## config.mk

```make
export PLATFORM = sky130hd
export DESIGN_NAME = inst_fetch_resp
export DESIGN_NICKNAME = d
export VERILOG_FILES = /design/src/rtl/fetch_pkg.sv /design/src/rtl/fetch_skid_buf.sv /design/src/rtl/inst_fetch_resp.sv
export SDC_FILE = /design/constraint.sdc
export NUM_CORES = 1
export LEC_CHECK = 0
export BUFFER_PORTS_ARGS = -buffer_cell sky130_fd_sc_hd__clkbuf_2
export CAP_MARGIN = 20
export CORE_ASPECT_RATIO = 1.25
export CORE_MARGIN = 2
export CORE_UTILIZATION = 53
export DETAILED_ROUTE_END_ITERATION = 8
export HOLD_SLACK_MARGIN = 0.12
export PLACE_DENSITY = 0.88
export SETUP_SLACK_MARGIN = 0.5
export SYNTH_ARGS = -nofsm -noshare
export SYNTH_HDL_FRONTEND = slang
export SYNTH_SLANG_ARGS = --single-unit
```

## constraint.sdc

```tcl
create_clock -name clk -period 3.8 [get_ports clk]
set_input_delay 0.38 -clock clk [delete_from_list [all_inputs] [get_ports clk]]
set_output_delay 0.38 -clock clk [all_outputs]
set_load 0.02 [all_outputs]
```

## src/rtl/fetch_pkg.sv

```systemverilog
`default_nettype none
// +--------------------------------------------------------------------------+
// | Package    : fetch_pkg                                                   |
// | Purpose    : Shared types and constants for the instruction-fetch        |
// |              responder: FSM state encoding, the address/data entry       |
// |              carried through the skid register, and the reset level.     |
// | Revision   : 1.0 - initial release                                       |
// +--------------------------------------------------------------------------+
package fetch_pkg;

  // Default bus widths (instruction address bus / instruction word).
  localparam int INST_ADDR_W = 32;
  localparam int INST_DATA_W = 32;

  // Reset is asserted when rst equals this level.
  localparam logic RST_ENABLE = 1'b0;

  typedef enum logic [1:0] {
    S_IDLE = 2'd0,
    S_RUN  = 2'd1,
    S_SKID = 2'd2
  } fetch_state_t;

  typedef struct packed {
    logic [INST_ADDR_W-1:0] addr;
    logic [INST_DATA_W-1:0] data;
  } fetch_entry_t;

endpackage
`default_nettype wire

```

## src/rtl/fetch_skid_buf.sv

```systemverilog
`default_nettype none
// +--------------------------------------------------------------------------+
// | Module     : fetch_skid_buf                                              |
// | Purpose    : One-entry holding register for an instruction that returns  |
// |              from memory while decode is stalled.                        |
// | Ports      : clk, rst   - clock, synchronous active-low reset            |
// |              load       - capture din, mark entry valid                  |
// |              drain      - entry consumed, mark invalid                   |
// |              clear      - discard entry (flush), wins over load          |
// |              din/dout   - entry in / held entry out                      |
// |              vld        - entry is live                                  |
// | Revision   : 1.0 - initial release                                       |
// +--------------------------------------------------------------------------+
module fetch_skid_buf
  import fetch_pkg::*;
#(
  parameter type ENTRY_T = fetch_entry_t
) (
  input  logic   clk,
  input  logic   rst,
  input  logic   load,
  input  logic   drain,
  input  logic   clear,
  input  ENTRY_T din,
  output ENTRY_T dout,
  output logic   vld
);

  always_ff @(posedge clk) begin
    if (rst == RST_ENABLE) begin
      vld  <= 1'b0;
      dout <= '0;
    end else begin
      if (clear || drain) begin
        vld <= 1'b0;
      end else if (load) begin
        vld <= 1'b1;
      end
      if (load && !clear) begin
        dout <= din;
      end
    end
  end

endmodule
`default_nettype wire

```

## src/rtl/inst_fetch_resp.sv

```systemverilog
`default_nettype none
// +--------------------------------------------------------------------------+
// | Module     : inst_fetch_resp                                             |
// | Purpose    : Issues PC-driven reads to a 1-cycle synchronous instruction |
// |              memory and presents returned words to decode in order,      |
// |              holding under stall (via a skid entry) and squashing the    |
// |              wrong path on branch_true.                                  |
// | Ports      : clk, rst          - clock, synchronous active-low reset     |
// |              pc_addr           - current PC                              |
// |              stall,branch_true - pipeline stall / redirect               |
// |              mem_ce, mem_addr  - memory read request (combinational)     |
// |              mem_rdata         - read data, one cycle after mem_ce       |
// |              inst_valid/addr/data - registered instruction to decode     |
// |              fetch_cnt         - registered count of delivered words     |
// | Revision   : 1.0 - initial release                                       |
// +--------------------------------------------------------------------------+
module inst_fetch_resp
  import fetch_pkg::*;
#(
  parameter int ADDR_W = INST_ADDR_W,
  parameter int DATA_W = INST_DATA_W,
  parameter int CNT_W  = 32
) (
  input  logic              clk,
  input  logic              rst,
  input  logic [ADDR_W-1:0] pc_addr,
  input  logic              stall,
  input  logic              branch_true,
  output logic              mem_ce,
  output logic [ADDR_W-1:0] mem_addr,
  input  logic [DATA_W-1:0] mem_rdata,
  output logic              inst_valid,
  output logic [ADDR_W-1:0] inst_addr,
  output logic [DATA_W-1:0] inst_data,
  output logic [CNT_W-1:0]  fetch_cnt
);

  // Same layout as fetch_entry_t, sized to this instance's widths.
  typedef struct packed {
    logic [ADDR_W-1:0] addr;
    logic [DATA_W-1:0] data;
  } entry_t;

  fetch_state_t      state;
  logic              inflight_vld;
  logic [ADDR_W-1:0] inflight_addr;

  entry_t            ret_entry;
  entry_t            skid_dout;
  logic              skid_vld;
  logic              skid_load;
  logic              skid_drain;
  logic              skid_clear;

  // No issue while draining the skid entry, so a new return can never
  // collide with the drain; no issue during a flush cycle either.
  assign mem_ce   = (rst != RST_ENABLE) && !stall && !branch_true && (state != S_SKID);
  assign mem_addr = pc_addr;

  assign ret_entry  = '{addr: inflight_addr, data: mem_rdata};
  assign skid_load  = (state == S_RUN) && stall && inflight_vld;
  assign skid_drain = (state == S_SKID) && !stall;
  assign skid_clear = branch_true;

  fetch_skid_buf #(
    .ENTRY_T (entry_t)
  ) u_skid (
    .clk   (clk),
    .rst   (rst),
    .load  (skid_load),
    .drain (skid_drain),
    .clear (skid_clear),
    .din   (ret_entry),
    .dout  (skid_dout),
    .vld   (skid_vld)
  );

  always_ff @(posedge clk) begin
    if (rst == RST_ENABLE) begin
      state         <= S_IDLE;
      inflight_vld  <= 1'b0;
      inflight_addr <= '0;
      inst_valid    <= 1'b0;
      inst_addr     <= '0;
      inst_data     <= '0;
      fetch_cnt     <= '0;
    end else begin
      // mem_ce is already low on a flush, so the returning word is dropped.
      inflight_vld <= mem_ce;
      if (mem_ce) begin
        inflight_addr <= pc_addr;
      end

      if (branch_true) begin
        inst_valid <= 1'b0;
        state      <= S_RUN;
      end else begin
        unique case (state)
          S_IDLE: begin
            state <= S_RUN;
          end
          S_RUN: begin
            if (!stall) begin
              if (inflight_vld) begin
                inst_valid <= 1'b1;
                inst_addr  <= ret_entry.addr;
                inst_data  <= ret_entry.data;
                fetch_cnt  <= fetch_cnt + CNT_W'(1);
              end else begin
                inst_valid <= 1'b0;
              end
            end else if (inflight_vld) begin
              // Output holds; the live return is parked in the skid entry.
              state <= S_SKID;
            end
          end
          S_SKID: begin
            if (!stall) begin
              inst_valid <= skid_vld;
              inst_addr  <= skid_dout.addr;
              inst_data  <= skid_dout.data;
              fetch_cnt  <= fetch_cnt + CNT_W'(skid_vld);
              state      <= S_RUN;
            end
          end
          default: begin
            state <= S_IDLE;
          end
        endcase
      end
    end
  end

endmodule
`default_nettype wire

```

==> summary.txt, run 1 <==
Run status
  • Status: completed

Worst setup path
  • CP Capture Type: primary output
  • End point of the critical path: mem_ce
  • Reg2Reg Depth: 8
  • Flop-to-flop setup slack: approximately 1.2 ns
  • Setup CP Type: flip-flop to primary output
  • CP Data Arrival Time: 2.27 ns
  • RR Endpoint: fetch_cnt[14]
  • Crit Reg-Reg Startpoint: state[0]
  • Critical Path RT: ~3.4 ns
  • Worst-path fanout max: 33
  • Startpoint Class: flip-flop
  • Crit path from: state[0]

Global route
  • Largest net degree at the start of global routing: 122
  • Vias in the first global route: 6762
  • Total GRT Usage: 0.242
  • Antenna violations before repair: 0
  • GRT Residual Overflow: 0
  • First-pass GRT wire length: about 32 mm

Floorplan
  • Starting Density: 0.544
  • Total core area: about 15000 um2
  • Cell Rows: 50
  • I/O pin count: around 200
  • Die Y: between 100 and 150 um
  • Die boundary width: around 120 um
  • Die area: between 15000 and 20000 um2

Synthesis
  • EDFF count, synth: 0
  • Post-Syn Instances: 1039
  • Seq/Total Area, Yosys: 0.483
  • Asr flop ratio synth: 0
  • Syn Area/Cell: ~7.9 um2
  • Synth Flop Type: dfxtp_1
  • Syn Nets: about 1100
  • Yosys cell types: 46
  • Flops & latches, synth: about 200
  • Synth Cell Area: around 8200 um2
  • Yosys warning count: 0

Clock network
  • Max clock buf depth: 2
  • Post-CTS Setup Bufs: 0
  • Root Driver: clkbuf_16
  • H-Tree Depth: 4
  • Cts repair resizes: 0
  • CTS Hold Bufs: 0
  • Clock buffer count from CTS: 17
  • Clock-pin slew on the worst setup and hold paths: around 0.07 ns
  • CTS tree: done
  • Worst-skew pair later-pin latency: 0.43 ns
  • CTS sink cnt: about 200

Power
  • Static leakage: between 0.003 and 0.004 uW
  • Pwr/cell area: roughly 430 nW/um2
  • Maximum vdd drop: between 0.2 and 0.3 mV

STA
  • Setup TNS: 0 ns
  • Fin Hold WS: 0.180 ns
  • Tcrit/Tclk final: 0.698
  • Unrepaired setup endpoints after global routing: false
  • Max-slew violation count: 0
  • Relative slew slack: 0.344
  • Worst-Margin Slew: between 0.9 and 1 ns
  • Final Critical Period: between 2 and 3 ns
  • Final setup vio count: 0
  • Layout Skew: between 0.01 and 0.015 ns
  • Fmax: between 0.3 and 0.4 GHz
  • Post-route setup slack: 1.15 ns
  • Final hold violations: 0

Job
  • Max-cap violation count: 0

Drt
  • Post-Route WL: 19.9 mm
  • Wire per inst: 14.8 um
  • DRT iter0 DRCs: 544
  • Vias/cell: about 5.5
  • Vias after detailed routing: roughly 7500
  • Final ANT Viol Nets: 0
  • Initial DRT Pass Iterations: 5
  • DRC viols: 0

Layout
  • Layout cells sized above 1: 0.214
  • Ant. Diodes: 0
  • Fillcell total: between 1000 and 1500
  • Syn-to-layout area delta: 16.4%
  • Layout Utilization: 0.634
  • FF+latch area: between 3000 and 4000 um2
  • Final net count: approximately 1200
  • Multi-input gate area: approximately 3700 um2

Worst hold path
  • Hold_sp: pc_addr[26]
  • Hold Path Class: input port to flip-flop

Place
  • Post-DP HPWL: 12.6 mm
  • IO buf count: around 200
  • GPL Wtd Cong: 0.781
  • Place WS: roughly 1.2 ns
==> cell families (layout without fill, tap and decap cells) <==
family	count (synthesis)	count (layout)	share of synthesized area
AOI/OAI and AO/OA	202	202	0.160
xor gates and xnor gates	3	3	0.00322
adders and majority gates	3	3	0.00459
buffers and inverters	120	247	0.0730
DFF	197	197	0.483
muxes	16	16	0.0196
and+or+nand+nor	498	498	0.257
==> registers in the layout (all words and copies together) (netlist names) <==
register / cells
u_skid.dout: 64
fetch_cnt: 32
inflight_addr: 32
state: 2
inst_valid: 1
inst_data: 32
inflight_vld: 1
u_skid.vld: 1
inst_addr: 32
==> final cells by class <==
type                       instances  area share
inverter                           9     0.00408
timing repair buffer             207       0.113
multi-input combinational        722       0.385
clock buffer                      18      0.0462
sequential                       197       0.415
tap                              182      0.0239
clock inverter                    13      0.0138
==> through the flow <==
step / area [um2] / power, uW / instances
finish: 9510 / 4080 / 1348
global route: 9510 / 4220 / 1348
CTS: 9510 / 4110 / 1348
detailed placement: 8940 / 2380 / 1317
global placement: 8940 / 2380 / 1317
floorplan: 8170 / 2310 / 1039
==> power breakdown <==
part	switching, uW	internal, uW	leakage (uW)
Combinational	152	74.8	0.00172
Sequential	18.6	2090	0.00159
Clock	765	980	0.000282
Total	936	3140	0.00359
==> placed cells by master, fill, tap and decap left out, types with 9 or more instances in the layout <==
cell       synthesis  routed
a21oi_1          112     111
a311oi_1          64      64
buf_4             33       9
clkbuf_16          0      17
clkbuf_2           0     197
dfxtp_1          197     197
mux2i_1           16      16
nand2_1          349     349
nand2b_1          16      15
nand4_1           12      12
nor2_1            75      75
o21ai_0           10      10
==> cell usage after synthesis, drive strengths merged, types with 3 or more instances <==
master | n | area share
mux2i | 16 | 0.020
nand3 | 6 | 0.0037
a311oi | 64 | 0.069
nor4 | 8 | 0.0069
inv | 9 | 0.0041
a211oi | 3 | 0.0028
o21ai | 10 | 0.0061
or4 | 3 | 0.0028
nand2 | 349 | 0.16
nor2 | 75 | 0.034
buf | 53 | 0.042
and3 | 5 | 0.0038
dfxtp | 197 | 0.48
ha | 3 | 0.0046
clkbuf | 58 | 0.027
nand4 | 12 | 0.0092
nand2b | 16 | 0.012
and4 | 3 | 0.0032
or3 | 9 | 0.0069
a21oi | 112 | 0.069
==> worst max-delay path: stages (launching register included) <==
cell      delay (ns)
dfxtp_1         0.60
nor2b_4         0.09
or3_1           0.40
inv_2           0.47
clkbuf_2        0.28
==> how the worst min path moves through the flow <==
stage / to / depth (start not counted)
after floorplan: u_skid.dout[0] / 2
after global placement: u_skid.dout[24] / 2
after detailed placement: u_skid.dout[60] / 2
after CTS: u_skid.dout[14] / 3
after global routing: inflight_addr[15] / 3
final: inflight_addr[26] / 3
==> routing by layer <==
metal,wire length (um),global-route usage,part of all wire
met3,1150,0.0437,0.058
met4,278,0.0799,0.014
met1,8320,0.294,0.42
met2,10200,0.431,0.51
met5,0,0,0
Note: power is estimated with default switching activity, not from simulation.
==> run 2, diff against run 1 <==
--- a/config.mk
+++ b/config.mk
@@ -5,14 +5,15 @@
 export SDC_FILE = /design/constraint.sdc
 export NUM_CORES = 1
 export LEC_CHECK = 0
+export ABC_AREA = 1
 export BUFFER_PORTS_ARGS = -buffer_cell sky130_fd_sc_hd__clkbuf_2
 export CAP_MARGIN = 20
 export CORE_ASPECT_RATIO = 1.25
 export CORE_MARGIN = 2
-export CORE_UTILIZATION = 53
+export CORE_UTILIZATION = 49
 export DETAILED_ROUTE_END_ITERATION = 8
 export HOLD_SLACK_MARGIN = 0.12
-export PLACE_DENSITY = 0.88
+export PLACE_DENSITY = 0.86
 export SETUP_SLACK_MARGIN = 0.5
 export SYNTH_ARGS = -nofsm -noshare
 export SYNTH_HDL_FRONTEND = slang
==> constraint.sdc (replaced) <==
create_clock -name clk -period 2.21 [get_ports clk]
set_input_delay 0.221 -clock clk [delete_from_list [all_inputs] [get_ports clk]]
set_output_delay 0.221 -clock clk [all_outputs]
set_load 0.02 [all_outputs]
==> summary.txt, run 2 <==
Floorplan
  • I/O pin count: 198 (unchanged)
  • Die Y: 151 um (+5.9%)
  • Starting Density: 0.502 (-0.0417)
  • Cell Rows: 53 (+6.0%)
  • Total core area: 16900 um2 (+13%)
  • Die area: 18400 um2 (+12%)
  • Die boundary width: 122 um (+5.8%)

Layout
  • Final net count: 1486 (+21%)
  • Biggest register: u_skid.dout
  • Fillcell total: 1379 (+4.4%)
  • Layout Utilization: 0.647 (+0.0137)
  • Most frequent cells in the layout: nor2_1, clkbuf_2, dfxtp_1
  • Syn-to-layout area delta: 28.8%
  • Commonest non-fill, non-tap cell in the layout: nor2_1
  • Layout cells sized above 1: 0.204 (-0.00977)
  • Max reg flops: 64 (unchanged)
  • Non-Filler Instances: 1649 (+22%)

Synthesis
  • EDFF count, synth: 0 (unchanged)
  • Yosys warning count: 0 (unchanged)
  • Syn Nets: 1286 (+16%)
  • Post-Syn Instances: 1215 (+17%)
  • Top-count cell post-synth: nor2_1
  • Syn Area/Cell: 6.99 um2 (-11%)
  • Flops & latches, synth: 197 (unchanged)
  • Synth Flop Type: dfxtp_1
  • Post-synth top area cell: dfxtp_1
  • Seq/Total Area, Yosys: 0.464 (-0.0186)
  • Synth Cell Area: 8500 um2 (+4.0%)
  • Asr flop ratio synth: 0 (unchanged)
  • Yosys cell types: 28 (-39%)
  • Top-area cell type share of the netlist area: 0.464 (-0.0186)
  • Synth area leaders: dfxtp_1, nor2_1, o21ai_0
  • Commonest cells in the synthesized netlist: nor2_1, dfxtp_1, o21ai_0, nand2_1, inv_1

STA
  • Relative slew slack: 0.457 (+0.113)
  • Tcrit/Tclk final: 0.793
  • Post-route setup slack: 0.456 ns (-0.690 ns)
  • Unrepaired setup endpoints after global routing: true
  • Final hold violations: 0 (unchanged)
  • Final Critical Period: roughly 1.8 ns
  • Worst-Margin Slew: 0.814 ns (-0.145 ns)
  • Layout Skew: 0.00928 ns (-0.00114 ns)
  • Fmax: approximately 0.57 GHz
  • Setup TNS: 0 ns (unchanged)
  • Max-slew violation count: 0 (unchanged)
  • Final setup vio count: 0 (unchanged)

Global route
  • Vias in the first global route: 7564 (+12%)
  • GRT Residual Overflow: 0 (unchanged)
  • First-pass GRT wire length: 35.3 mm (+9.7%)
  • Largest net degree at the start of global routing: 188 (+54%)
  • Total GRT Usage: 0.238 (-0.00405)
  • Antenna violations before repair: 2 (+2)

Drt
  • Detailed-routed wire length on met3: 1.62 mm (+41%)
  • DRT iter0 DRCs: 830 (+53%)
  • DRC viols: 0 (unchanged)
  • Initial DRT Pass Iterations: 6 (+1)
  • Vias after detailed routing: 8530 (+14%)
  • Wire per inst: 14.2 um (-4.0%)
  • Met2 WL: 11.9 mm (+17%)
  • Vias/cell: 5.17 (-6.8%)
  • Final ANT Viol Nets: 0 (unchanged)
  • Top Layer Used: met4
  • Met1 WL: 9.03 mm (+8.6%)
  • Post-Route WL: 23.4 mm (+17%)

Power
  • Maximum vdd drop: 0.526 mV (+79%)
  • Pwr/cell area: 698 nW/um2 (+63%)
  • Static leakage: 0.00452 uW (+26%)
  • Pwr Total: 7640 uW (+87%)

Clock network
  • Clock buffer count from CTS: 17 (unchanged)
  • Clock-pin slew on the worst setup and hold paths: 0.07 ns (about the same)
  • CTS sink cnt: 197 (unchanged)
  • H-Tree Depth: 4 (unchanged)
  • Root Driver: clkbuf_16
  • Max clock buf depth: 2 (unchanged)
  • CTS tree: done
  • Worst-skew pair later-pin latency: 0.43 ns (about the same)

Place
  • GPL Wtd Cong: 0.853 (+9.2%)
  • Place WS: 0.391 ns (-0.796 ns)
  • Post-DP HPWL: 13.3 mm (+5.1%)
  • IO buf count: 197 (unchanged)
  • Placed cell count: 1538 (+17%)

Worst setup path
  • Critical Path RT: 2.57 ns (-0.85 ns)
  • CP Capture Type: flip-flop
  • Worst-path fanout max: 6 (-82%)
  • Setup CP Type: flip-flop to flip-flop
  • CP Data Arrival Time: 2.11 ns (-0.16 ns)
  • Startpoint Class: flip-flop

Job
  • Max-cap violation count: 0 (unchanged)

Run status
  • Status: completed

Worst hold path
  • Hold Path Class: input port to flip-flop
-- run 2: cell count changes after synthesis, moves of 53 or more --
| cell | delta |
|---|---|
| a311oi_1 | -64 |
| nand2_1 | -186 |
| o21ai_0 | +169 |
| o21ai_1 | +53 |
| nor2_1 | +183 |
| inv_1 | +107 |
-- run 2: final cells by class --
class | count | area, um2 | area share
flip-flops and latches | 197 | 3950 | 0.361
multi-input cells | 798 | 3690 | 0.337
repair buffers | 285 | 1990 | 0.182
clock buffers | 19 | 453 | 0.0414
inverters | 116 | 444 | 0.0406
well taps | 220 | 275 | 0.0251
clock inverters | 13 | 146 | 0.0134
diodes | 1 | 2.50 | 0.000229
-- run 2: critical path, stage by stage (launching register included) --
cell     delay [ns]
dfxtp_4        0.37
inv_4          0.04
nand2_4        0.06
or2_4          0.14
ha_4           0.14
ha_4           0.14
inv_4          0.04
nor2_4         0.14
nand2_2        0.10
nor2_4         0.22
nand3_2        0.09
nand2_1        0.07
nand2_1        0.05
nor2_1         0.09
-- run 2: metal layers --
layer,vias to the layer above,GRT usage
li1,4266,-
met1,3820,0.273
met2,367,0.412
met3,77,0.0572
met4,0,0.123
met5,-,0
-- run 2: cells by family (layout without fill, tap and decap cells) --
group / Yosys count / after routing / share of synthesized area
other cells: 0 / 1 / 0
compound gates: 310 / 310 / 0.184
flops: 197 / 197 / 0.464
simple gates: 483 / 484 / 0.226
buf+inv: 221 / 433 / 0.120
fa+ha+maj: 3 / 3 / 0.00442
xor+xnor: 1 / 1 / 0.00103
-- run 2: power breakdown --
group	internal, uW	switching (uW)	leakage (uW)
logic	332	468	0.00263
clock network	1740	1390	0.000291
registers	3650	56.9	0.00160
total	5720	1920	0.00452
-- run 2: worst paths after layout --
path / start / endpoint / slack, ns / cells after the start
hold / removal: branch_true / state[1] / 0.21 / 4
setup / recovery: state[0] / fetch_cnt[26] / 0.46 / 13
setup reg to reg: state[0] / fetch_cnt[26] / 0.46 / 13
hold reg to reg: u_skid.dout[62] / u_skid.dout[62] / 0.45 / 2
-- run 2: stage by stage --
step	hold slack, ns	area, um2
4_1_cts	0.207	10700
2_1_floorplan	0.362	8550
3_3_place_gp	0.433	9390
6_report	0.211	10900
5_1_grt	0.249	10900
3_5_place_dp	0.439	9390
-- run 2: repair_timing --
action                     in CTS  in global routing
buffers inserted                3                  6
hold endpoints to repair       65                  0
gates resized for setup         7                 25
hold buffers                   65                  0
setup endpoints to repair      31                130
pin swaps                       3                 14
gates cloned                    1                  3
